### src/rtl/melody_pkg.sv
// Shared definitions for the melody sequencer: FSM states, ROM note codes,
// one-hot note encodings (bit7 = C ... bit0 = high C) and the code decoder.
// No logic of its own; imported by melody_rom and melody_sequencer.
package melody_pkg;

   typedef enum logic [1:0] {
      ST_IDLE = 2'd0,
      ST_PLAY = 2'd1,
      ST_GAP  = 2'd2
   } state_t;

   // ROM note codes (upper nibble of an entry)
   localparam logic [3:0] CODE_REST = 4'h0;
   localparam logic [3:0] CODE_C    = 4'h1;
   localparam logic [3:0] CODE_D    = 4'h2;
   localparam logic [3:0] CODE_E    = 4'h3;
   localparam logic [3:0] CODE_F    = 4'h4;
   localparam logic [3:0] CODE_G    = 4'h5;
   localparam logic [3:0] CODE_A    = 4'h6;
   localparam logic [3:0] CODE_B    = 4'h7;
   localparam logic [3:0] CODE_HC   = 4'h8;
   localparam logic [3:0] CODE_END  = 4'hF;

   // One-hot selects matching the piezo stage's switch decode
   localparam logic [7:0] OH_C  = 8'b1000_0000;
   localparam logic [7:0] OH_D  = 8'b0100_0000;
   localparam logic [7:0] OH_E  = 8'b0010_0000;
   localparam logic [7:0] OH_F  = 8'b0001_0000;
   localparam logic [7:0] OH_G  = 8'b0000_1000;
   localparam logic [7:0] OH_A  = 8'b0000_0100;
   localparam logic [7:0] OH_B  = 8'b0000_0010;
   localparam logic [7:0] OH_HC = 8'b0000_0001;

   // Rests (0, 9-14) and END all decode to silence
   function automatic logic [7:0] code_to_onehot(input logic [3:0] code);
      case (code)
         CODE_C:  return OH_C;
         CODE_D:  return OH_D;
         CODE_E:  return OH_E;
         CODE_F:  return OH_F;
         CODE_G:  return OH_G;
         CODE_A:  return OH_A;
         CODE_B:  return OH_B;
         CODE_HC: return OH_HC;
         default: return 8'h00;
      endcase
   endfunction

endpackage

### src/rtl/melody_rom.sv
// Song ROM: address -> 8-bit entry {code[7:4], dur[3:0]}; swap songs here only.
// Latency: purely combinational, no clock.
// Backpressure: none. Ports: i_addr (ADDR_W) in, o_entry (8) out.
module melody_rom #(
   parameter int ADDR_W = 5
) (
   input  logic [ADDR_W-1:0] i_addr,
   output logic [7:0]        o_entry
);
   import melody_pkg::*;

   always_comb begin
      // Unprogrammed locations read as END so a short song always terminates
      o_entry = {CODE_END, 4'd0};
      case (i_addr)
         ADDR_W'(0): o_entry = {CODE_C,    4'd2};
         ADDR_W'(1): o_entry = {CODE_E,    4'd1};
         ADDR_W'(2): o_entry = {CODE_REST, 4'd1};
         ADDR_W'(3): o_entry = {CODE_HC,   4'd1};
         ADDR_W'(4): o_entry = {CODE_END,  4'd0};
         default:    o_entry = {CODE_END,  4'd0};
      endcase
   end

endmodule

### src/rtl/melody_sequencer.sv
// Plays the song in melody_rom as a one-hot note select, dur beats per entry,
// with GAP_TICKS of silence closing every note. Latency: start sampled at edge N
// -> note after edge N+1; stop at edge N -> silent/idle after edge N. No backpressure.
// Ports: i_clk, i_rst_n (async active-low), i_start (level), i_stop,
//        o_note_sel[7:0], o_busy, o_done (1-cycle pulse), o_note_idx[ADDR_W-1:0].
// Build option: MELODY_LOOP_EN -- restart from entry 0 at END/wrap instead of idling.
module melody_sequencer #(
   parameter int TICKS_PER_BEAT = 100000,
   parameter int GAP_TICKS      = 10000,
   parameter int ADDR_W         = 5
) (
   input  logic              i_clk,
   input  logic              i_rst_n,
   input  logic              i_start,
   input  logic              i_stop,
   output logic [7:0]        o_note_sel,
   output logic              o_busy,
   output logic              o_done,
   output logic [ADDR_W-1:0] o_note_idx
);
   import melody_pkg::*;

   localparam int CNT_W = $clog2(15*TICKS_PER_BEAT+1);

   state_t            r_state,    w_state_nxt;
   logic [CNT_W-1:0]  r_cnt,      w_cnt_nxt;
   logic [ADDR_W-1:0] r_idx,      w_idx_nxt;
   logic [7:0]        r_note_sel, w_note_nxt;
   logic              r_busy,     w_busy_nxt;
   logic              r_done,     w_done_nxt;
   logic              r_start_q,  w_start_q_nxt;

   logic [ADDR_W-1:0] w_idx_inc;
   logic [7:0]        w_first_entry;
   logic [7:0]        w_next_entry;
   logic              w_first_end;
   logic              w_next_end;

   // Sounding part of a note; dur 0 plays as one beat
   function automatic logic [CNT_W-1:0] play_ticks(input logic [3:0] dur);
      logic [CNT_W-1:0] beats;
      beats = (dur == 4'd0) ? CNT_W'(1) : CNT_W'(dur);
      return beats * CNT_W'(TICKS_PER_BEAT) - CNT_W'(GAP_TICKS);
   endfunction

   assign w_idx_inc = r_idx + ADDR_W'(1);

   // Entry 0 is read on its own port so a loop restart needs no extra cycle
   melody_rom #(.ADDR_W(ADDR_W)) u_rom_first (
      .i_addr  ('0),
      .o_entry (w_first_entry)
   );

   melody_rom #(.ADDR_W(ADDR_W)) u_rom_next (
      .i_addr  (w_idx_inc),
      .o_entry (w_next_entry)
   );

   assign w_first_end = (w_first_entry[7:4] == CODE_END);
   // Running off the top of the ROM ends the song just like END
   assign w_next_end  = (w_next_entry[7:4] == CODE_END) || (&r_idx);

   always_comb begin
      w_state_nxt   = r_state;
      w_cnt_nxt     = r_cnt;
      w_idx_nxt     = r_idx;
      w_note_nxt    = r_note_sel;
      w_busy_nxt    = r_busy;
      w_done_nxt    = 1'b0;
      w_start_q_nxt = 1'b0;

      if (i_stop) begin
         w_state_nxt = ST_IDLE;
         w_cnt_nxt   = '0;
         w_idx_nxt   = '0;
         w_note_nxt  = '0;
         w_busy_nxt  = 1'b0;
      end else begin
         case (r_state)
            ST_IDLE: begin
               w_cnt_nxt  = '0;
               w_idx_nxt  = '0;
               w_note_nxt = '0;
               w_busy_nxt = 1'b0;
               // Start is captured one cycle before entry 0 is loaded
               if (r_start_q) begin
                  if (w_first_end) begin
                     w_done_nxt = 1'b1;
                  end else begin
                     w_state_nxt = ST_PLAY;
                     w_busy_nxt  = 1'b1;
                     w_note_nxt  = code_to_onehot(w_first_entry[7:4]);
                     w_cnt_nxt   = play_ticks(w_first_entry[3:0]);
                  end
               end else if (i_start) begin
                  w_start_q_nxt = 1'b1;
               end
            end
            ST_PLAY: begin
               if (r_cnt <= CNT_W'(1)) begin
                  w_state_nxt = ST_GAP;
                  w_note_nxt  = '0;
                  w_cnt_nxt   = CNT_W'(GAP_TICKS);
               end else begin
                  w_cnt_nxt = r_cnt - CNT_W'(1);
               end
            end
            ST_GAP: begin
               if (r_cnt > CNT_W'(1)) begin
                  w_cnt_nxt = r_cnt - CNT_W'(1);
               end else if (w_next_end) begin
                  w_done_nxt = 1'b1;
`ifdef MELODY_LOOP_EN
                  if (w_first_end) begin
                     w_state_nxt = ST_IDLE;
                     w_cnt_nxt   = '0;
                     w_idx_nxt   = '0;
                     w_busy_nxt  = 1'b0;
                  end else begin
                     w_state_nxt = ST_PLAY;
                     w_idx_nxt   = '0;
                     w_note_nxt  = code_to_onehot(w_first_entry[7:4]);
                     w_cnt_nxt   = play_ticks(w_first_entry[3:0]);
                  end
`else
                  w_state_nxt = ST_IDLE;
                  w_cnt_nxt   = '0;
                  w_idx_nxt   = '0;
                  w_busy_nxt  = 1'b0;
`endif
               end else begin
                  w_state_nxt = ST_PLAY;
                  w_idx_nxt   = w_idx_inc;
                  w_note_nxt  = code_to_onehot(w_next_entry[7:4]);
                  w_cnt_nxt   = play_ticks(w_next_entry[3:0]);
               end
            end
            default: begin
               w_state_nxt = ST_IDLE;
               w_cnt_nxt   = '0;
               w_idx_nxt   = '0;
               w_note_nxt  = '0;
               w_busy_nxt  = 1'b0;
            end
         endcase
      end
   end

   always_ff @(posedge i_clk or negedge i_rst_n) begin
      if (!i_rst_n) begin
         r_state    <= ST_IDLE;
         r_cnt      <= '0;
         r_idx      <= '0;
         r_note_sel <= '0;
         r_busy     <= 1'b0;
         r_done     <= 1'b0;
         r_start_q  <= 1'b0;
      end else begin
         r_state    <= w_state_nxt;
         r_cnt      <= w_cnt_nxt;
         r_idx      <= w_idx_nxt;
         r_note_sel <= w_note_nxt;
         r_busy     <= w_busy_nxt;
         r_done     <= w_done_nxt;
         r_start_q  <= w_start_q_nxt;
      end
   end

   assign o_note_sel = r_note_sel;
   assign o_busy     = r_busy;
   assign o_done     = r_done;
   assign o_note_idx = r_idx;

endmodule

### config.mk
export PLATFORM = sky130hd
export DESIGN_NAME = melody_sequencer
export DESIGN_NICKNAME = d
export VERILOG_FILES = /design/src/rtl/melody_pkg.sv /design/src/rtl/melody_rom.sv /design/src/rtl/melody_sequencer.sv
export SDC_FILE = /design/constraint.sdc
export NUM_CORES = 1
export LEC_CHECK = 0
export BUFFER_PORTS_ARGS = -buffer_cell sky130_fd_sc_hd__buf_4
export CAP_MARGIN = 0
export CORE_MARGIN = 10
export CORE_UTILIZATION = 45
export DETAILED_ROUTE_END_ITERATION = 16
export PLACE_DENSITY = 0.64
export SLEW_MARGIN = 5
export SYNTH_ARGS = -nofsm -noshare
export SYNTH_HDL_FRONTEND = slang
export SYNTH_SLANG_ARGS = --single-unit
### constraint.sdc
create_clock -name i_clk -period 2.85 [get_ports i_clk]
set_input_delay 0.855 -clock i_clk [delete_from_list [all_inputs] [get_ports i_clk]]
set_output_delay 0.855 -clock i_clk [all_outputs]
set_load 0.01 [all_outputs]
# Word level (Yosys, flattened, before mapping)
# Memories as Yosys holds them, arrays and structs flattened.
# Cells that the tools add are included.
[totals]
register_bits = 39
latch_bits = 0
ram_bits = 0
mem_bits_ro = 256
in_bits = 4
output_inout_bits = 15
wordCells = 73
n_memories = 2
[classes]
addsub = 3
multipliers = 1
n_div = 0
n_lt_le_gt_ge = 2
eq_ne = 12
shifts = 0
muxes = 37
n_bitwise = 0
n_reduce_logical = 9
[mem_list]
columns = ["memory", "words", "word_bits", "rd", "rd_ports_with_merged_regs", "write_ports", "line", "text"]
rows = [
  ["(name not given)", 16, 8, 1, 0, 0, "melody_pkg.sv:36", "case (code)"],
  ["(name not given)", 16, 8, 1, 0, 0, "melody_pkg.sv:36", ""],
]
[ops]
columns = ["cell", "n"]
rows = [
  ["$mux W21", 4],
  ["$pmux W21 S3", 1],
  ["$mux W8", 5],
  ["$pmux W8 S4", 1],
  ["$pmux W8 S3", 1],
  ["$gt A21 B1 Y1 const B", 1],
  ["$le A21 B1 Y1 const B", 1],
  ["$sub A21 B1 Y21 const B", 1],
  ["$sub A21 B14 Y21 const B", 1],
  ["$mux W18", 1],
  ["$mul A4 B12 Y16 const B", 1],
  ["$mux W5", 3],
  ["$ne A3 B3 Y1 const B", 5],
  ["$mux W1", 13],
  ["$eq A5 B2 Y1 const B", 2],
  ["$pmux W5 S2", 1],
  ["$reduce_and A3 Y1", 3],
  ["$mux W2", 4],
  ["$pmux W2 S3", 1],
  ["$add A5 B1 Y5 const B", 1],
  ["$eq A5 B1 Y1 const B", 1],
  ["$logic_not A5 Y1", 1],
  ["$reduce_and A5 Y1", 1],
  ["$eq A4 B4 Y1 const B", 1],
  ["9 further kinds", 9],
]

# Logic depth before layout (Yosys ltp)
# Gate-level depths: netlist (run 1).
[logic_depth]
ltp_word = 11
ltp_mapped = 9
mapped_depth_nobuf = 7

# By module
# From an unflattened synthesis (run 1), not the netlist that was laid out.
[hier_totals]
hier_cells = 565
area_unflattened_um2 = 4439.3
[modules_own_cells]
columns = ["mod", "instances", "cells_each", "area_each_um2", "seq_area_each_um2"]
rows = [
  ["melody_sequencer", 1, 539, 4299.1, 975.9],
  ["melody_rom", 2, 13, 70.1, 0.0],
]

# Least setup slack after synthesis (run 1)
# OpenSTA, ideal clock, no wires.
[synth_path]
path_kind = "reg2reg"
startpoint = "register r_idx[0], in the netlist o_note_idx[0]"
endpoint = "register r_note_sel[0], in the netlist o_note_sel[0]"
arrival_time_ps = 2335
t_required_ps = 2724
setup_slack_ps = 389
path_stages_with_launch = 8
n_path_buf = 1
cell_sequence = "dfrtp_1 ha_1 and3_1 ha_1 buf_1 or4_1 o2111a_1 a221o_1"
[synth_via]
elab_chain_len = 8
[synth_rtl]
columns = ["item", "line", "text"]
rows = [
  ["start, declared", "melody_sequencer.sv:27", "logic [ADDR_W-1:0] r_idx, w_idx_nxt;"],
  ["start signal, assigned", "melody_sequencer.sv:161", "r_idx <= w_idx_nxt;"],
  ["$add A5 B1 Y5", "melody_sequencer.sv:46", "assign w_idx_inc = r_idx + ADDR_W'(1);"],
  ["$eq A5 B2 Y1 (tied with other cells)", "melody_rom.sv:15", "case (i_addr)"],
  ["$pmux W8 S4", "melody_rom.sv:15", ""],
  ["$mem_v2 Z16 W8", "--", ""],
  ["$mux W8", "melody_sequencer.sv:111", "end else if (w_next_end) begin"],
  ["$mux W8", "melody_sequencer.sv:109", "if (r_cnt > CNT_W'(1)) begin"],
  ["$pmux W8 S3", "melody_sequencer.sv:79", "case (r_state)"],
  ["$mux W8", "melody_sequencer.sv:72", "if (i_stop) begin"],
  ["end signal, assigned", "melody_sequencer.sv:162", "r_note_sel <= w_note_nxt;"],
  ["end, declared", "melody_sequencer.sv:28", "logic [7:0] r_note_sel, w_note_nxt;"],
]
# Parallel ways exist; a longest one is shown, timed or not. The select of a mux whose other input is x is not followed.
# A chain may end at the register's enable or synchronous reset.

# Worst setup path after layout (run 1)
# Ends and elaborated chain as after synthesis.

==> results of run 1 <==
synthesized netlist by cell type, types with 4 or more instances:
| master | instances | area, um^2 |
|---|---|---|
| a211oi_1 | 5 | 37.54 |
| a21oi_1 | 19 | 95.09 |
| a31oi_1 | 6 | 37.54 |
| and2_1 | 4 | 25.02 |
| clkbuf_1 | 5 | 18.77 |
| dfrtp_1 | 39 | 975.9 |
| ha_1 | 8 | 100.1 |
| inv_1 | 7 | 26.28 |
| nand2_1 | 20 | 75.07 |
| nand2b_1 | 6 | 37.54 |
| nand3_1 | 4 | 20.02 |
| nor2_1 | 22 | 82.58 |
| nor3_1 | 15 | 75.07 |
| nor4_1 | 7 | 43.79 |
| o21ai_0 | 6 | 30.03 |
| o31ai_1 | 4 | 30.03 |
| xnor2_1 | 12 | 105.1 |
registers in the layout (all words and copies together) (netlist names):
| name | flops |
|---|---|
| o_note_sel | 8 |
| r_start_q | 1 |
| r_state | 2 |
| o_note_idx | 5 |
| o_done | 1 |
| r_cnt | 21 |
| o_busy | 1 |
worst paths after layout:
| check | startpoint | to | slack, ps | depth (start not counted) |
|---|---|---|---|---|
| max in group asynchronous | i_rst_n | r_state[0] | 1990 | 1 |
| hold reg to reg | o_note_sel[1] | o_note_sel[1] | 510 | 2 |
| hold / removal | o_note_sel[1] | o_note_sel[1] | 510 | 2 |
| min in group asynchronous | i_rst_n | r_cnt[8] | 530 | 1 |
| setup / recovery | o_note_idx[0] | o_note_sel[0] | 330 | 6 |
| setup reg to reg | o_note_idx[0] | o_note_sel[0] | 330 | 6 |
cells in the final DEF (no fill, tap or decap), drive strengths merged, types with 5 or more instances in the layout:
master / count
buf: 28
xnor2: 12
inv: 7
nor4: 10
nor3: 15
nand2: 20
ha: 8
a31oi: 6
a21oi: 19
a211oi: 5
clkbuf: 7
or3: 5
nor2: 23
nand2b: 6
dfrtp: 39
o21ai: 7
routing by layer:
| layer | track usage, % | share of wire, % |
|---|---|---|
| met5 | 0 | 0 |
| met4 | 6.041 | 2.7 |
| met3 | 3.993 | 4.6 |
| met2 | 23.41 | 47 |
| met1 | 17.64 | 45 |
critical path, stage by stage (launching register included):
cell,delay (ps)
dfrtp_1,470
ha_1,270
and3_1,150
ha_1,360
or4_1,630
o2111a_1,270
a221o_1,250
cells by family (layout without fill, tap and decap cells):
family,count (synthesis),count (layout),share of synthesized area [%]
adder cells (fa/ha/maj),8,8,4.290
flip-flops,39,39,41.82
buffers and inverters,18,43,4.450
AO/OA/AOI/OAI,61,61,17.70
multiplexers,1,1,0.4825
XOR/XNOR,15,15,5.630
AND/OR/NAND/NOR,106,106,25.63
through the flow:
step                instance area [um^2]  cells  worst slack [ps]
finish                              2635    343             334.8
global route                        2635    343             145.1
CTS                                 2635    343             327.6
detailed placement                  2554    335             338.5
global placement                    2554    335             407.6
floorplan                           2333    248             388.7
cell type report:
type / count / area share (%)
multi-input combinational: 191 / 47.58
clock buffer: 7 / 2.896
clock inverter: 1 / 0.1899
inverter: 7 / 0.9971
sequential: 39 / 37.04
timing repair buffer: 28 / 7.977
tap: 70 / 3.324
power groups by stage:
stage	clock [mW]	sequential [mW]	combinational [mW]
floorplan	0	0.800	1.93
global placement	0	0.822	2.32
detailed placement	0	0.826	2.35
CTS	0.377	0.816	2.37
global route	0.401	0.835	2.65
finish	0.362	0.814	2.39
==> impl_metrics.json, run 1 <==
{
  "register_area_um2": 975.9,
  "synth_area_um2": 2333,
  "nFillCells": 517,
  "finalCriticalPeriod_ps": 2515,
  "clock_latency_ps": 290,
  "p_leak_nw": 1.196,
  "slew_headroom_pct": 55.65,
  "initial_core_util_pct": 45.98,
  "synthCells": 248,
  "die_h_um": 92.01,
  "hold_violations": 0,
  "synth-edff-count": 0,
  "crit_path_start_kind": "register",
  "power_mw": 3.563,
  "crit_required_ps": 3030,
  "grt_max_degree": 40,
  "ys_seq_area_share_pct": 41.82,
  "port_buffers": 18,
  "arrival_ps": 2690,
  "cts.sinks": 39,
  "rsz0062_at_grt": "no",
  "ant_nets": 0,
  "dr.first_iter.drc_count": 87,
  "dp_hpwl_um": 4256,
  "synth_seq_cells": 39,
  "utilization_pct": 51.92,
  "cts_setup_buffers": 0,
  "p_switching_mw": 1.789,
  "antenna_cells": 0,
  "cts_buffers": 5,
  "crit_type": "register to register",
  "htree_levels": 2,
  "num_rows": 26,
  "syn_nets": 260,
  "synth_ff_type": "dfrtp_1",
  "worst_pin_slew_ps": 660.2,
  "grt_first_pass_wirelength_um": 9998,
  "swShare_pct": 50.22,
  "period_share_pct": 88.25,
  "p_seq_share_pct": 22.8,
  "pwr-share-comb_pct": 67.0,
  "dieArea_um2": 8466,
  "antenna_found_initial": 0,
  "die_x_um": 92.01,
  "clk_transition_reported_paths_ps": 80,
  "multiInputGateArea_um2": 1254,
  "pwr-share-clk_pct": 10.2,
  "drt-total-wl_um": 5754,
  "power.density_nw_per_um2": 1352,
  "drc": 0,
  "cts_tree": "built",
  "tns_ps": 0,
  "core-area_um2": 5075,
  "io_pins": 19,
  "cap_violations": 0,
  "fin_nets": 284,
  "whs_ps": 513.7,
  "max_freq_mhz": 397.6,
  "vias": 1974,
  "yosysWarnings": 0,
  "async_reset_ff_share_pct": 100.0,
  "wl_per_cell_um": 16.78,
  "synth_area_per_cell_um2": 9.409,
  "gp_congestion": 0.8590,
  "via_per_inst": 5.755,
  "overflow": 0,
  "status": "finished, final reports clean",
  "finalMaxSlewViolations": 0,
  "hp-class": "register to register",
  "grtUsageTotal_pct": 14.44,
  "ctsResizeCount": 0,
  "cts-root-buf": "clkbuf_8",
  "cts_buffer_depth": 2,
  "power.internal_mw": 1.774,
  "path_max_fanout": 8,
  "drive_above_1_share_pct": 16.48,
  "synth.distinct_cells": 56,
  "area_delta_synth_final_pct": 12.92,
  "setup_viol": 0,
  "dr.pass1.iters": 4,
  "ir_drop_mv": 0.5732,
  "cts_hold_buffers": 0,
  "endpoint_kind": "register",
  "grt_pass1_vias": 2064,
  "final.setup_skew_ps": 5.870
}
Power figures use the tool's default switching activity.
==> run 2, diff against run 1 <==
--- a/config.mk
+++ b/config.mk
@@ -11,6 +11,7 @@
 export CORE_UTILIZATION = 45
 export DETAILED_ROUTE_END_ITERATION = 16
 export PLACE_DENSITY = 0.64
+export REMOVE_ABC_BUFFERS = 1
 export SLEW_MARGIN = 5
 export SYNTH_ARGS = -nofsm -noshare
 export SYNTH_HDL_FRONTEND = slang
==> impl_metrics.json, run 2 (synthesis gave the netlist of run 1 again) <==
{
  "drc": 0,
  "cts.sinks": 39,
  "path_cells": "ha_1 > and3_1 > ha_1 > or4_1 > o2111a_1 > a221o_1",
  "rsz0062_at_grt": "no",
  "port_buffers": 18,
  "ctsResizeCount": 0,
  "vias": 1972,
  "path_max_fanout": 8,
  "cap_violations": 0,
  "top_layer": "met4",
  "cp_common_cell": "ha_1",
  "initial_core_util_pct": 45.98,
  "slew_headroom_pct": 57.12,
  "cts_buffers": 5,
  "ant_nets": 0,
  "tns_ps": 0,
  "max_freq_mhz": 399.6,
  "fin_nets": 282,
  "core-area_um2": 5075,
  "drt-total-wl_um": 5773,
  "crit_path_start_kind": "register",
  "cts-root-buf": "clkbuf_8",
  "p_leak_nw": 1.184,
  "crit_family": "simple AND/OR/NAND/NOR gates",
  "wl_met3_um": 310,
  "power.density_nw_per_um2": 1362,
  "cp-startpoint": "o_note_idx[0]",
  "cts_hold_buffers": 0,
  "dieArea_um2": 8466,
  "finalCriticalPeriod_ps": 2502,
  "dr.first_iter.drc_count": 125,
  "cp.depth": 6,
  "cts_setup_buffers": 0,
  "grt_max_degree": 40,
  "finalMaxSlewViolations": 0,
  "dp_cells": 333,
  "clk_transition_reported_paths_ps": 80,
  "cts_tree": "built",
  "largest_reg_flops": 21,
  "period_share_pct": 87.80,
  "crit_slowest_cell": "or4_1",
  "pre_cts_slack_ps": 370.9,
  "antenna_cells": 0,
  "grtUsageTotal_pct": 14.17,
  "wl_per_cell_um": 16.93,
  "nFillCells": 505,
  "largest-register": "r_cnt",
  "reg2reg_slack_ps": 350,
  "dr.pass1.iters": 4,
  "r2r_end": "o_note_sel[0]",
  "status": "finished, final reports clean",
  "dp_hpwl_um": 4246,
  "rr_startpoint": "o_note_idx[0]",
  "htree_levels": 2,
  "area_delta_synth_final_pct": 12.28,
  "grt_pass1_vias": 1997,
  "antenna_found_initial": 0,
  "ir_drop_mv": 0.4703,
  "die_x_um": 92.01,
  "final.setup_skew_ps": 5.545,
  "hp-class": "primary input to async pin",
  "drive_above_1_share_pct": 15.87,
  "whs_ps": 508.7,
  "met2_length_um": 2685,
  "gp_congestion": 0.8453,
  "hold_violations": 0,
  "io_pins": 19,
  "slowest_delay_ps": 630,
  "final_cells": 341,
  "power_mw": 3.568,
  "endpoint_kind": "register",
  "num_rows": 26,
  "layout_commonest_cell": "dfrtp_1",
  "setup_viol": 0,
  "overflow": 0,
  "crit_type": "register to register",
  "die_h_um": 92.01,
  "crit_required_ps": 3040,
  "critPathBufInv": 0,
  "via_per_inst": 5.783,
  "met1Wirelength_um": 2641,
  "worst_pin_slew_ps": 634.9,
  "final_cell_mix": "dfrtp_1 (39), buf_4 (26), nor2_1 (22), nand2_1 (20), a21oi_1 (19)",
  "arrival_ps": 2690,
  "cts_buffer_depth": 2,
  "fin_ws_ps": 347.7,
  "cp-endpoint": "o_note_sel[0]",
  "reg2regPathDepth": 6,
  "grt_first_pass_wirelength_um": 9687,
  "clock_latency_ps": 300
}
## run 2: final cells by class
cell class              instances  area [um^2]  area share, %
clock buffers                   7        76.32          2.913
inverters                       7        26.28          1.003
flip-flops and latches         39        975.9          37.25
repair buffers                 26        195.2          7.450
multi-input cells             191         1254          47.85
clock inverters                 1        5.005         0.1910
well taps                      70        87.58          3.343
## run 2: routing by layer
metal | track usage [%] | vias to the layer above
met5 | 0 | -
met4 | 6.427 | 0
met3 | 4.564 | 13
met2 | 22.06 | 45
met1 | 17.49 | 950
li1 | - | 964
## run 2: power by group
part / switching, mW / leakage (nW) / internal (mW) / total (mW)
Combinational: 1.41 / 0.604 / 0.953 / 2.36
Clock: 0.201 / 0.0422 / 0.172 / 0.373
Sequential: 0.162 / 0.538 / 0.674 / 0.836
## run 2: how the worst min path moves through the flow
stage,cells after the start,endpoint,startpoint
6_report,1,r_cnt[20],i_rst_n
5_1_grt,2,o_note_sel[6],o_note_sel[6]
4_1_cts,1,o_busy,o_busy
3_5_place_dp,1,o_busy,o_busy
3_3_place_gp,1,o_busy,o_busy
2_1_floorplan,1,r_cnt[0],r_cnt[0]
## run 2: through the flow
step | area (um^2) | util (%)
3_5_place_dp | 2539 | 50.02
5_1_grt | 2620 | 51.63
6_report | 2620 | 51.63
4_1_cts | 2620 | 51.63
2_1_floorplan | 2256 | -
3_3_place_gp | 2539 | 50.02
